`src/rtl/axi_stream_to_frame_fifo.sv`:
```
// axi_stream_to_frame_fifo: writes an AXI-Stream into one of two ping-pong frame FIFO buffers
module axi_stream_to_frame_fifo #(
    parameter int AXIS_DATA_WIDTH = 32,
    parameter int USER_DEPTH      = 1,
    parameter int SIZE_WIDTH      = 24
) (
    input  logic                       clk,
    input  logic                       rst,
    input  logic [USER_DEPTH-1:0]      i_axis_user,
    output logic                       o_axis_ready,
    input  logic [AXIS_DATA_WIDTH-1:0] i_axis_data,
    input  logic                       i_axis_last,
    input  logic                       i_axis_valid,
    input  logic [1:0]                 i_frame_fifo_ready,
    output logic [1:0]                 o_frame_fifo_activate,
    input  logic [SIZE_WIDTH-1:0]      i_frame_fifo_size,
    output logic                       o_frame_fifo_stb,
    output logic                       o_frame_fifo_sof,
    output logic                       o_frame_fifo_last,
    output logic [AXIS_DATA_WIDTH-1:0] o_frame_fifo_data
);
    localparam logic [1:0] IDLE  = 2'd0;
    localparam logic [1:0] WRITE = 2'd1;
    localparam logic [1:0] FLUSH = 2'd2;
    logic [1:0]                 state_q, state_d, act_q, act_d;
    logic [SIZE_WIDTH-1:0]      count_q, count_d;
    logic                       prev_q, prev_d, stb_q, stb_d, sof_q, sof_d, last_q, last_d;
    logic [AXIS_DATA_WIDTH-1:0] data_q, data_d;
    logic                       hs, pick;
    assign o_axis_ready          = (state_q == WRITE) && (count_q < i_frame_fifo_size);
    assign hs                    = i_axis_valid && o_axis_ready;
    // both free: alternate away from the buffer used last time
    assign pick                  = (i_frame_fifo_ready == 2'b11) ? ~prev_q : i_frame_fifo_ready[1];
    assign o_frame_fifo_activate = act_q;
    assign o_frame_fifo_stb      = stb_q;
    assign o_frame_fifo_sof      = sof_q;
    assign o_frame_fifo_last     = last_q;
    assign o_frame_fifo_data     = data_q;
    always_comb begin
        state_d = state_q;
        act_d   = act_q;
        count_d = count_q;
        prev_d  = prev_q;
        stb_d   = hs;
        sof_d   = hs ? i_axis_user[0] : sof_q;
        last_d  = hs ? i_axis_last : last_q;
        data_d  = hs ? i_axis_data : data_q;
        case (state_q)
            IDLE: if (act_q == 2'b00 && |i_frame_fifo_ready) begin
                act_d   = pick ? 2'b10 : 2'b01;
                prev_d  = pick;
                count_d = '0;
                state_d = WRITE;
            end
            WRITE: if (hs) begin
                count_d = count_q + 1'b1;
                if (count_d == i_frame_fifo_size || i_axis_last) state_d = FLUSH;
            end else if (!o_axis_ready) begin
                state_d = FLUSH;
            end
            FLUSH: begin
                act_d   = 2'b00;
                state_d = IDLE;
            end
            default: begin
                act_d   = 2'b00;
                state_d = IDLE;
            end
        endcase
    end
    always_ff @(posedge clk) begin
        if (rst) begin
            state_q <= IDLE;
            act_q   <= 2'b00;
            count_q <= '0;
            prev_q  <= 1'b1;
            stb_q   <= 1'b0;
            sof_q   <= 1'b0;
            last_q  <= 1'b0;
            data_q  <= '0;
        end else begin
            state_q <= state_d;
            act_q   <= act_d;
            count_q <= count_d;
            prev_q  <= prev_d;
            stb_q   <= stb_d;
            sof_q   <= sof_d;
            last_q  <= last_d;
            data_q  <= data_d;
        end
    end
endmodule

```
`config.mk`:
```
export PLATFORM = sky130hd
export DESIGN_NAME = axi_stream_to_frame_fifo
export DESIGN_NICKNAME = d
export VERILOG_FILES = /design/src/rtl/axi_stream_to_frame_fifo.sv
export SDC_FILE = /design/constraint.sdc
export NUM_CORES = 1
export LEC_CHECK = 0
export BUFFER_PORTS_ARGS = -buffer_cell sky130_fd_sc_hd__buf_4
export CORE_MARGIN = 10
export CORE_UTILIZATION = 40
export DETAILED_ROUTE_END_ITERATION = 6
export HOLD_SLACK_MARGIN = 0.06
export PLACE_DENSITY = 0.65
export SYNTH_ARGS = -nofsm -noshare
export SYNTH_HDL_FRONTEND = slang
export SYNTH_SLANG_ARGS = --single-unit
```
`constraint.sdc`:
```
create_clock -name clk -period 2.8 [get_ports clk]
set_input_delay 0.42 -clock clk [delete_from_list [all_inputs] [get_ports clk]]
set_output_delay 0.42 -clock clk [all_outputs]
set_load 0.03 [all_outputs]
```
After elaboration in Yosys (flattened, before gate mapping)
Cells that the tools add are included.
{"block": "classes", "reduce_logical": 12, "n_lt_le_gt_ge": 1, "eq_ne": 7, "bitwise_logic": 2, "addsub": 1, "mux": 12}
{"cell": "24-bit two-way mux", "count": 2}
{"cell": "24-bit case mux with 2 select lines", "count": 1}
{"cell": "24-bit by 1-bit adder with 24-bit output, second input constant", "count": 1}
{"cell": "24-bit equality test", "count": 1}
{"cell": "24-bit less-than comparator", "count": 1}
{"cell": "2-bit two-way mux", "count": 6}
{"cell": "2-bit case mux with 2 select lines", "count": 2}
{"cell": "3-bit AND reduction", "count": 2}
{"cell": "2-bit zero test", "count": 2}
{"cell": "2-bit != test, second input constant", "count": 2}
{"cell": "2-bit AND reduction", "count": 2}
{"cell": "1-bit logical AND", "count": 3}
{"cell": "3-bit by 2-bit != test with 1-bit output, second input constant", "count": 1}
{"cell": "3-bit != test, second input constant", "count": 1}
{"cell": "2-bit by 1-bit equality test with 1-bit output, second input constant", "count": 1}
{"cell": "2-bit equality test, second input constant", "count": 1}
{"cell": "1-bit inverter", "count": 2}
{"cell": "2-bit nonzero test", "count": 1}
{"cell": "2-bit OR reduction", "count": 1}
{"cell": "1-bit logical OR", "count": 1}
{"cell": "1-bit two-way mux", "count": 1}
{"block": "totals", "in_bits": 63, "register_bits": 64, "elab_cells": 43, "out_inout_bits": 38}

Logic depth before layout (Yosys ltp)
Gate-level depths: netlist of the first run.
{"block": "logic_depth", "word_depth": 6, "depth_mapped": 11, "depth_no_buf": 9}

Worst setup path after synthesis of the first run
Ideal clock, no wire load.
{"block": "synth_path", "path_type": "register to register", "startpoint": "reg count_q[0]", "endpoint": "reg state_q[1]", "path_buffers": 0, "setup_ns": 0.086, "stages_incl_launch_ff": 9, "period_less_slack_ns": 2.938, "arrival_time_ns": 2.851, "required_time_ns": 2.714, "path_slack_ns": -0.138, "path_cell_list": "dfxtp_1 -> ha_1 -> nand3_1 -> nor4_1 -> nand4_1 -> xnor2_1 -> or4_1 -> or4b_1 -> a221oi_2"}
{"block": "synth_between", "elab_chain_cells": 5, "word_cells_on_any_way": 11, "classes_between": "add/sub: 1; order compare: 1; eq/ne: 3; mux: 2; reduce/logical: 4"}
{"item": "from (decl)", "line_no": "26", "rtl": "logic [SIZE_WIDTH-1:0] count_q, count_d;"}
{"item": "from (signal assigned)", "line_no": "84", "rtl": "count_q <= count_d;"}
{"item": "24-bit by 1-bit adder with 24-bit output or 24-bit less-than comparator (tied branches)", "line_no": "56, 30"}
{"item": "24-bit equality test or 1-bit logical AND (tied branches)", "line_no": "57, 30"}
{"item": "1-bit logical OR or 1-bit logical AND (tied branches)", "line_no": "57, 31"}
{"item": "3-bit by 2-bit != test with 1-bit output (no line) (tied with other cells)"}
{"item": "3-bit AND reduction (no line) or 2-bit case mux with 2 select lines (tied branches)"}
{"item": "to (signal assigned)", "line_no": "82", "rtl": "state_q <= state_d;"}
{"item": "to (decl)", "line_no": "25", "rtl": "logic [1:0] state_q, state_d, act_q, act_d;"}
Several ways; a longest one is shown, not always the timed one.
A chain may end at the register's enable or synchronous reset.

Final worst setup path of the first run
{"block": "layout_path", "startpoint": "reg count_q[7]", "endpoint": "reg state_q[1]"}
The elaborated chain is that of the path after synthesis.

==> metrics, run 1 <==
average instance area after synthesis 8.60 um2; worst setup path endpoint state_q[1]; DPL Wire Length 9.58 mm; Routed wire per std cell approximately 16 um; worst path arrival time approximately 3000 ps; Layout area overhead 46.1%; post-route insts no fill 776; crit path time final around 2700 ps; synthesized instance count 473; post-synthesis instance area 4070 um2; biggest area contributors in the synthesized netlist sky130_fd_sc_hd__dfxtp_1 (32%), sky130_fd_sc_hd__mux2i_1 (9.1%), sky130_fd_sc_hd__ha_1 (7.7%), sky130_fd_sc_hd__nor2_1 (5.3%), sky130_fd_sc_hd__xnor2_1 (3.7%); most frequent standard cell in the layout excluding fill and tap cells sky130_fd_sc_hd__buf_4; XOR/XNOR Fraction of Synth Area between 6 and 7%; number of placed instances, taps included 750; commonest register cell after synthesis sky130_fd_sc_hd__dfxtp_1; post-synth net total 561; number of rows created at floorplan 36; Vert. Die Dim about 120 um; worst-path cell chain nand4_4 > or4_4 > nor4b_2 > a311oi_1 > a211o_1 > or4b_4 > a221oi_2; number of distinct library cells after synthesis 59; IR Drop Worst-Case VDD 0.428 mV; Clock Tree Buf Depth 2; reg-to-reg critical path endpoint state_q[1]; Pre-antenna DRT Iters 5; TritonCTS Buffers 9; Max Freq 366 MHz; Post-Route WL about 13 mm; area occupied by registers 1310 um2; Die Width 121 um; Max stage delay cell, worst path sky130_fd_sc_hd__or4_4; FILL cells between 800 and 900; crit path capture type flop; final setup vio count 0; PD cells 454 nW/um2; io pins ~100; clock transition at the registers of the reported paths 80 ps; number of synthesis warnings 0; number of enable-type register cells in the synthesized netlist 0; share of cell area taken by muxes after synthesis 9.11%; Multi-input gate area 2670 um2; remaining global-route overflow 0; number of inserted diodes 0; DR iter-0 viols 242; total vias in the final route around 4,100; most used routing layer in global routing met2; Final ANT Viol Nets 0; level count of the clock H-tree 3; placeable core region 9820 um2; TritonCTS clock tree done; Startpoint Class flop; maximum fanout along the worst path 5; hold buffer count at CTS 0; met1 Track Usage GR 18.6%; area share of the largest cell type after synthesis 31.5%; post-DR vias/cell roughly 5.3; share of the cycle needed by the critical path after routing between 90% and 100%; worst setup path start count_q[7]; commonest cells after routing, fill and taps aside sky130_fd_sc_hd__buf_4 (163), sky130_fd_sc_hd__nor2_1 (57), sky130_fd_sc_hd__dfxtp_1 (47), sky130_fd_sc_hd__mux2i_1 (36), sky130_fd_sc_hd__inv_1 (32); Final Hold Fails 0; All-Layer GR Usage 16.4%; TNS Setup 0 ps; # Max-Cap Violations 0; clock tree sinks 64; Residual DRC 0; via count of the first global-routing pass 4,190; skew final 6.89 ps; combinational family with the most area after synthesis simple AND/OR/NAND/NOR gates; placer congestion estimate 0.888; normalized max-slew margin 65.3%; unrepaired setup endpoints after global routing true; root buf cell sky130_fd_sc_hd__clkbuf_8; clock latency reported for the late side of the worst-skew pair 350 ps; Final Max Tran Viols 0; start of the worst register-to-register path count_q[7]; most area-hungry cell type in the Yosys netlist sky130_fd_sc_hd__dfxtp_1; sequential cell area fraction in the yosys report 31.5%; start-to-end type of the worst setup path flop to flop; fraction of final layout cells with drive strength greater than 1 between 30% and 40%; Tightest Pin Transition 521 ps; CP Data Required Time 3060 ps; Synth Area in Simple Gates 22.6%; HP Class input port to flop; antenna violations before repair 0; met2 track demand over resource 28.5%; adder-cell share of the synthesized area 7.69%; number of port buffers 100; effective utilization at floorplan 41.4%; fraction of the mapped netlist area in compound gates 15.7%; largest net degree at the start of global routing 50; first-pass GRT wire length 19.8 mm; longest individual stage delay on the worst path approximately 590 ps; count of cells along the worst register-to-register path 7; Final Net Count a little over 700; Die Outline Area 14,600 um2; Static Leakage about 2.7 nW; register-to-register setup slack 70 ps; routing usage on met3 around 5.3%; number of synthesized register bits 64; fraction of registers with async set/reset 0%; outcome completed
## logic make-up (layout without fill, tap and decap cells)
group                      Yosys count  in the layout
muxes                               37             37
and+or+nand+nor                    164            164
buffers and inverters               56            226
xor gates and xnor gates            30             30
DFF                                 64             64
adders and majority gates           25             25
AOI/OAI and AO/OA                   97             97
## state kept, by name, indices dropped and copies added, names as in the netlist
register               flops
count_q                   24
o_frame_fifo_activate      2
o_frame_fifo_data         32
o_frame_fifo_last          1
o_frame_fifo_sof           1
o_frame_fifo_stb           1
prev_q                     1
state_q                    2
## routing by layer
metal	up-vias	routed length, um
met5	-	0
met4	0	147
met3	19	783
met2	121	6500
met1	1952	5340
li1	2025	-
## stage by stage
step,setup slack [ps],power [W],utilization [%],instance area [um2],hold WS (ps)
2_1_floorplan,-1.79,0.00142,-,4080,438
3_3_place_gp,-176,0.00169,54.8,5380,452
3_5_place_dp,-246,0.00171,54.8,5380,469
4_1_cts,-9.80,0.00265,57.6,5660,286
5_1_grt,-36.9,0.00281,60.5,5940,297
6_report,68.0,0.00269,60.5,5940,304
## power by group
part / switching (W) / total (W) / internal [W]
Clock: 0.000418 / 0.000930 / 0.000512
Sequential: 0.0000337 / 0.000998 / 0.000965
Combinational: 0.000411 / 0.000766 / 0.000355
## worst max-delay path, delay by kind of cell (launching register included)
| kind | cells | cell delay (ps) |
|---|---|---|
| compound gates | 3 | 610 |
| flops | 1 | 400 |
| simple gates | 4 | 1620 |
## timing repair
| item | 4_1_cts | 5_1_grt |
|---|---|---|
| pin swaps | 2 | 6 |
| gates cloned | 0 | 3 |
| buffers inserted | 5 | 2 |
| endpoints found under the setup margin | 55 | 21 |
| gates resized for setup | 9 | 45 |
## synth_stat cells, types with 4 or more instances
| cell type | instances |
|---|---|
| sky130_fd_sc_hd__and3_1 | 5 |
| sky130_fd_sc_hd__o21ai_0 | 29 |
| sky130_fd_sc_hd__xor2_1 | 13 |
| sky130_fd_sc_hd__a21o_1 | 5 |
| sky130_fd_sc_hd__a21oi_1 | 19 |
| sky130_fd_sc_hd__o211ai_1 | 4 |
| sky130_fd_sc_hd__and2_1 | 4 |
| sky130_fd_sc_hd__nor2_1 | 57 |
| sky130_fd_sc_hd__mux2i_1 | 37 |
| sky130_fd_sc_hd__nand4_1 | 9 |
| sky130_fd_sc_hd__clkbuf_1 | 8 |
| sky130_fd_sc_hd__inv_1 | 32 |
| sky130_fd_sc_hd__buf_6 | 6 |
| sky130_fd_sc_hd__xnor2_1 | 17 |
| sky130_fd_sc_hd__buf_2 | 6 |
| sky130_fd_sc_hd__nand2_1 | 23 |
| sky130_fd_sc_hd__dfxtp_1 | 64 |
| sky130_fd_sc_hd__nor3_1 | 12 |
| sky130_fd_sc_hd__ha_1 | 25 |
| sky130_fd_sc_hd__o31ai_1 | 19 |
| sky130_fd_sc_hd__nor4_1 | 8 |
| sky130_fd_sc_hd__nand3_1 | 14 |
| sky130_fd_sc_hd__o41ai_1 | 4 |
## cell type report
| cell class | instances | area share, % |
|---|---|---|
| Multi-Input combinational cell | 353 | 45.0 |
| Timing Repair Buffer | 178 | 24.3 |
| Clock buffer | 9 | 2.09 |
| Inverter | 32 | 2.02 |
| Sequential cell | 64 | 22.1 |
| Tap cell | 133 | 2.80 |
| Clock inverter | 7 | 1.73 |
## worst min path at each step
stage	startpoint	endpoint	slack [ps]	cells after the start
2_1_floorplan	prev_q	prev_q	440	2
3_3_place_gp	prev_q	prev_q	450	2
3_5_place_dp	prev_q	prev_q	470	2
4_1_cts	i_axis_data[5]	o_frame_fifo_data[5]	290	3
5_1_grt	i_axis_data[2]	o_frame_fifo_data[2]	300	3
6_report	i_axis_data[1]	o_frame_fifo_data[1]	300	3
(Power assumes the default switching activity.)
==> inputs of run 2 (changes only) <==
- CELL_PAD_IN_SITES_DETAIL_PLACEMENT: default -> 0
- CELL_PAD_IN_SITES_GLOBAL_PLACEMENT: default -> 1
- CORE_MARGIN: 10 -> 1
- CORE_UTILIZATION: 40 -> 36
- PLACE_DENSITY: 0.65 -> default
- PLACE_DENSITY_LB_ADDON: default -> 0.1
- SLEW_MARGIN: default -> 20
==> run 2 against run 1 <==
Against the previous run:
- setup slack got worse by 65 ps
- sequential power barely moved
- cell count rose by 1.4%
- count of clock-buffer cells in the layout did not move
- non-clock buffer count rose by 5
- power rose by 4.4%
- design area rose by 2.0%
- highest routed layer unchanged
==> metrics, run 2 (same netlist as run 1, synthesis figures left out) <==
net switching fraction of the power 29.8% (-2.2 points); remaining global-route overflow 0 (unchanged); Final ANT Viol Nets 0 (unchanged); skew final 6.07 ps (-0.826 ps); number of rows created at floorplan 38 (+5.6%); Die Width 108 um (-10%); first-pass GRT wire length 18.8 mm (-5.3%); outcome completed; smallest hold slack 323 ps (+18.5 ps); worst path arrival time 3040 ps (+50 ps); Tightest Pin Transition 533 ps (+11.8 ps); Max Freq 357 MHz (-2.3%); root buf cell sky130_fd_sc_hd__clkbuf_16; number of inserted diodes 0 (unchanged); crit path capture type flop; max FFs per register 32 (unchanged); via count of the first global-routing pass 3,970 (-5.3%); Post-Route WL 11.8 mm (-7.5%); Final Hold Fails 0 (unchanged); share of power burned in the clock network 38.7% (+4.2 points); largest net degree at the start of global routing 50 (unchanged); crit path time final 2800 ps (+65.2 ps); final setup vio count 0 (unchanged); share of the cycle needed by the critical path after routing 99.9% (+2.3 points); CP Data Required Time 3040 ps (-20 ps); sequential share of power 35.6% (-1.5 points); antenna violations before repair 0 (unchanged); All-Layer GR Usage 20.4% (+4.0 points); start-to-end type of the worst setup path flop to flop; most frequent standard cell in the layout excluding fill and tap cells sky130_fd_sc_hd__buf_4; level count of the clock H-tree 3 (unchanged); normalized max-slew margin 64.5% (-0.79 points); io pins 101 (unchanged); Static Leakage 2.77 nW (+3.6%); internal power summed over all cells 0.00198 W (+7.9%); Design Power 0.00281 W (+4.4%); clock latency reported for the late side of the worst-skew pair 330 ps (-20 ps); unrepaired setup endpoints after global routing true; Pre-antenna DRT Iters 6 (+1); DR iter-0 viols 156 (-36%); placeable core region 10,900 um2 (+11%); Vert. Die Dim 108 um (-10%); Routed wire per std cell 15.0 um (-8.8%); net switching power figure 0.000838 W (-2.8%); count of cells along the worst register-to-register path 10 (+3); commonest cells after routing, fill and taps aside sky130_fd_sc_hd__buf_4 (173), sky130_fd_sc_hd__nor2_1 (57), sky130_fd_sc_hd__dfxtp_1 (50), sky130_fd_sc_hd__mux2i_1 (36), sky130_fd_sc_hd__inv_1 (32); Clock Tree Buf Depth 2 (unchanged); fraction of final layout cells with drive strength greater than 1 39.4% (+0.84 points); Final Max Tran Viols 0 (unchanged); Final Net Count 731 (+0.69%); effective utilization at floorplan 37.2% (-4.2 points); Residual DRC 0 (unchanged); placer congestion estimate 0.834 (-6.1%); TritonCTS Buffers 9 (unchanged); register-to-register setup slack 3 ps (-70 ps); clock transition at the registers of the reported paths 50 ps (-30 ps); post-route insts no fill 787 (+1.4%); HP Class input port to flop; combinational fraction of design power 25.7% (-2.7 points); clock tree sinks 64 (unchanged); Die Outline Area 11,700 um2 (-20%); number of placed instances, taps included 761 (+1.5%); # Max-Cap Violations 0 (unchanged); IR Drop Worst-Case VDD 0.340 mV (-20%); maximum fanout along the worst path 4 (-1); TritonCTS clock tree done; Layout area overhead 49.0%; Startpoint Class flop; hold path cells 3 (unchanged); total vias in the final route 4,055 (-1.5%); DPL Wire Length 8.73 mm (-8.9%); PD cells 464 nW/um2 (+2.3%); hold buffer count at CTS 0 (unchanged); number of port buffers 100 (unchanged); post-DR vias/cell 5.15 (-2.9%)
-- run 2: power by group through the flow --
stage / clock network (W) / registers (W) / logic [W]
after floorplan: 0 / 0.00111 / 0.000309
after global placement: 0 / 0.00102 / 0.000673
after detailed placement: 0 / 0.00102 / 0.000684
after CTS: 0.00112 / 0.00100 / 0.000699
after global routing: 0.00116 / 0.00101 / 0.000785
final: 0.00109 / 0.00100 / 0.000724
-- run 2: per-stage QoR --
step	cell area, um2	TNS (ps)	utilization [%]	setup WS [ps]
after floorplan	4080	-1.79	-	-1.79
after global placement	5420	-5580	49.5	-143
after detailed placement	5420	-6920	49.5	-191
after CTS	5780	-5.43	52.8	-5.43
after global routing	6060	-121	55.4	-121
final	6060	0	55.4	2.72
-- run 2: final timing paths --
kind | from | to
hold / removal | i_axis_data[9] | o_frame_fifo_data[9]
hold reg to reg | prev_q | prev_q
setup reg to reg | count_q[1] | state_q[1]
setup / recovery | count_q[1] | state_q[1]
-- run 2: final cells by class --
| type | instances | area (um2) |
|---|---|---|
| Timing Repair Buffer | 183 | 1440 |
| Fill cell | 1065 | 4870 |
| Tap cell | 140 | 175 |
| Clock inverter | 6 | 61.3 |
| Multi-Input combinational cell | 353 | 2730 |
| Inverter | 32 | 120 |
| Clock buffer | 9 | 225 |
| Sequential cell | 64 | 1310 |
-- run 2: critical path, cell delays in order (launching register included) --
cell and delay [ps]:
sky130_fd_sc_hd__dfxtp_4 360, sky130_fd_sc_hd__ha_4 160, sky130_fd_sc_hd__nand3_4 100, sky130_fd_sc_hd__buf_4 160
sky130_fd_sc_hd__nor4_4 120, sky130_fd_sc_hd__buf_4 170, sky130_fd_sc_hd__nand4_1 160, sky130_fd_sc_hd__xnor2_2 190
sky130_fd_sc_hd__or4_4 510, sky130_fd_sc_hd__or4b_4 530, sky130_fd_sc_hd__a221oi_2 250
-- run 2: repair_timing --
action / CTS / global route
buffers inserted: 3 / 7
cloned: 0 / 1
pin swaps: 4 / 23
resized for setup: 15 / 41
setup endpoints to repair: 55 / 44
-- run 2: per-layer routing --
metal  global-route usage (%)  vias up  part of all wire, %
met4                     7.24        0                  1.5
met3                     4.52       12                  4.6
li1                         -     2046                    -
met5                        0        -                    0
met1                     26.2     1921                   47
met2                     33.6       76                   47
==> inputs of run 3 (changes only) <==
==> constraint.sdc (replaced) <==
create_clock -name clk -period 2.8 [get_ports clk]
set_input_delay 0.14 -clock clk [delete_from_list [all_inputs] [get_ports clk]]
set_output_delay 0.14 -clock clk [all_outputs]
set_load 0.03 [all_outputs]
==> run 3 against run 2 <==
Against the previous run:
- setup slack better by 52 ps
- first-iteration DRC count is 24% higher
- largest cell class unchanged
- highest routed layer unchanged
- sequential share of layout area decreased by 0.28 points
- critical path type unchanged
==> metrics, run 3 (same netlist as run 1, synthesis figures left out) <==
outcome completed; DPL Wire Length 8.49 mm (-2.7%); Max Freq 364 MHz (+1.9%); TritonCTS Buffers 9 (unchanged); Final Net Count 737 (+0.82%); cell area reported after detailed placement 5230 um2 (-3.4%); remaining global-route overflow 0 (unchanged); CP Data Required Time 3050 ps (about the same); crit path time final 2740 ps (-52.3 ps); effective utilization at floorplan 37.2% (unchanged); share of the cycle needed by the critical path after routing 98.0% (-1.9 points); Pre-antenna DRT Iters 4 (-2); clock latency reported for the late side of the worst-skew pair 330 ps (about the same); clock tree sinks 64 (unchanged); Final Max Tran Viols 0 (unchanged); Routed wire per std cell 14.9 um (-0.71%); Final ANT Viol Nets 0 (unchanged); normalized max-slew margin 61.7% (-2.7 points); skew final 7.92 ps (+1.85 ps); TritonCTS clock tree done; smallest hold slack 69.9 ps (-253 ps); worst-path cell chain buf_6 > nand4_4 > or3_1 > a2111oi_4 > nor3_2 > or4_4 > or4b_4 > a221oi_2; Clock Tree Buf Depth 2 (unchanged); Die Outline Area 11,700 um2 (unchanged); Post-Route WL 11.8 mm (+0.17%); start-to-end type of the worst setup path flop to flop; final setup vio count 0 (unchanged); most frequent standard cell in the layout excluding fill and tap cells sky130_fd_sc_hd__buf_4; Residual DRC 0 (unchanged); Final Hold Fails 0 (unchanged); combinational fraction of design power 23.6% (-2.1 points); crit path capture type flop; unrepaired setup endpoints after global routing true; commonest cells after routing, fill and taps aside sky130_fd_sc_hd__buf_4 (155), sky130_fd_sc_hd__nor2_1 (57), sky130_fd_sc_hd__dfxtp_1 (52), sky130_fd_sc_hd__mux2i_1 (36), sky130_fd_sc_hd__inv_1 (32); level count of the clock H-tree 3 (unchanged); fraction of final layout cells with drive strength greater than 1 33.6% (-5.8 points); All-Layer GR Usage 20.9% (+0.51 points); total vias in the final route 4,033 (-0.54%); io pins 101 (unchanged); maximum fanout along the worst path 5 (+1); max FFs per register 32 (unchanged); via count of the first global-routing pass 3,927 (-1.1%); share of power burned in the clock network 43.6% (+4.9 points); post-route design area 6100 um2 (+0.72%); DR iter-0 viols 193 (+24%); Design Power 0.00306 W (+8.9%); placer congestion estimate 0.836 (+0.19%); Startpoint Class flop; clock transition at the registers of the reported paths 60 ps (about the same); Tightest Pin Transition 571 ps (+38.6 ps); Max stage delay cell, worst path sky130_fd_sc_hd__or4b_4; Layout area overhead 50.1%; Static Leakage 2.76 nW (-0.65%); post-route insts no fill 794 (+0.89%); number of rows created at floorplan 38 (unchanged); HP Class input port to flop; antenna violations before repair 0 (unchanged); Die Width 108 um (unchanged); internal power summed over all cells 0.00219 W (+11%); sequential share of power 32.7% (-2.9 points); number of placed instances, taps included 738 (-3.0%); IR Drop Worst-Case VDD 0.394 mV (+16%); longest individual stage delay on the worst path 530 ps (about the same); number of inserted diodes 0 (unchanged); first-pass GRT wire length 19.2 mm (+2.0%); root buf cell sky130_fd_sc_hd__clkbuf_16; net switching fraction of the power 28.4% (-1.3 points); post-DR vias/cell 5.08 (-1.4%); # Max-Cap Violations 0 (unchanged); worst path arrival time 3000 ps (-40 ps); largest net degree at the start of global routing 50 (unchanged); placeable core region 10,900 um2 (unchanged); Vert. Die Dim 108 um (unchanged); PD cells 502 nW/um2 (+8.1%); net switching power figure 0.000871 W (+4.0%); number of port buffers 100 (unchanged)
run 3: worst max-delay path, delay by kind of cell, from the launching register on:
kind	cells	cell delay, ps
AOI/OAI and AO/OA	2	560
buffers and inverters	1	120
DFF	1	360
and+or+nand+nor	5	1630
run 3: what timing repair did:
| action | in CTS | in global routing |
|---|---|---|
| resized for setup | 5 | 32 |
| endpoints found under the hold margin | 31 | 0 |
| pin swaps | 2 | 14 |
| setup endpoints to repair | 2 | 44 |
| buffers inserted | 4 | 5 |
| hold buffers | 31 | 0 |
run 3: routing by layer:
layer,global-route usage [%],routed length (um),up-vias
met5,0,0,-
met4,5.89,74,0
met3,4.94,537,10
met2,35.2,5800,78
met1,26.7,5410,1885
li1,-,-,2060
run 3: per-stage QoR:
| stage | setup TNS (ps) | setup slack (ps) | util (%) |
|---|---|---|---|
| 2_1_floorplan | 0 | 4.31 | - |
| 3_3_place_gp | 0 | 56.5 | 47.8 |
| 3_5_place_dp | -0.574 | -0.574 | 47.8 |
| 4_1_cts | 0 | 3.71 | 54.4 |
| 5_1_grt | -28.1 | -28.1 | 55.8 |
| 6_report | 0 | 55.0 | 55.8 |
run 3: cell type report:
class / instances / area [um2]
Timing Repair Buffer: 189 / 1520
Clock buffer: 10 / 239
Clock inverter: 6 / 115
Sequential cell: 64 / 1300
Inverter: 32 / 120
Tap cell: 140 / 175
Multi-Input combinational cell: 353 / 2640
Fill cell: 1036 / 4830
run 3: power by group through the flow:
stage / registers (W) / logic [W] / clock network (W)
after floorplan: 0.00111 / 0.000307 / 0
after global placement: 0.00102 / 0.000661 / 0
after detailed placement: 0.00102 / 0.000665 / 0
after CTS: 0.00100 / 0.000712 / 0.00137
after global routing: 0.00101 / 0.000787 / 0.00141
final: 0.00100 / 0.000724 / 0.00134
run 3: worst paths after layout:
| kind | startpoint | to | slack [ps] | cells past startpoint |
|---|---|---|---|---|
| setup / recovery | count_q[1] | state_q[1] | 60 | 8 |
| hold / removal | i_axis_data[2] | o_frame_fifo_data[2] | 70 | 3 |
| setup reg to reg | count_q[1] | state_q[1] | 60 | 8 |
| hold reg to reg | o_frame_fifo_activate[1] | o_frame_fifo_activate[1] | 480 | 2 |
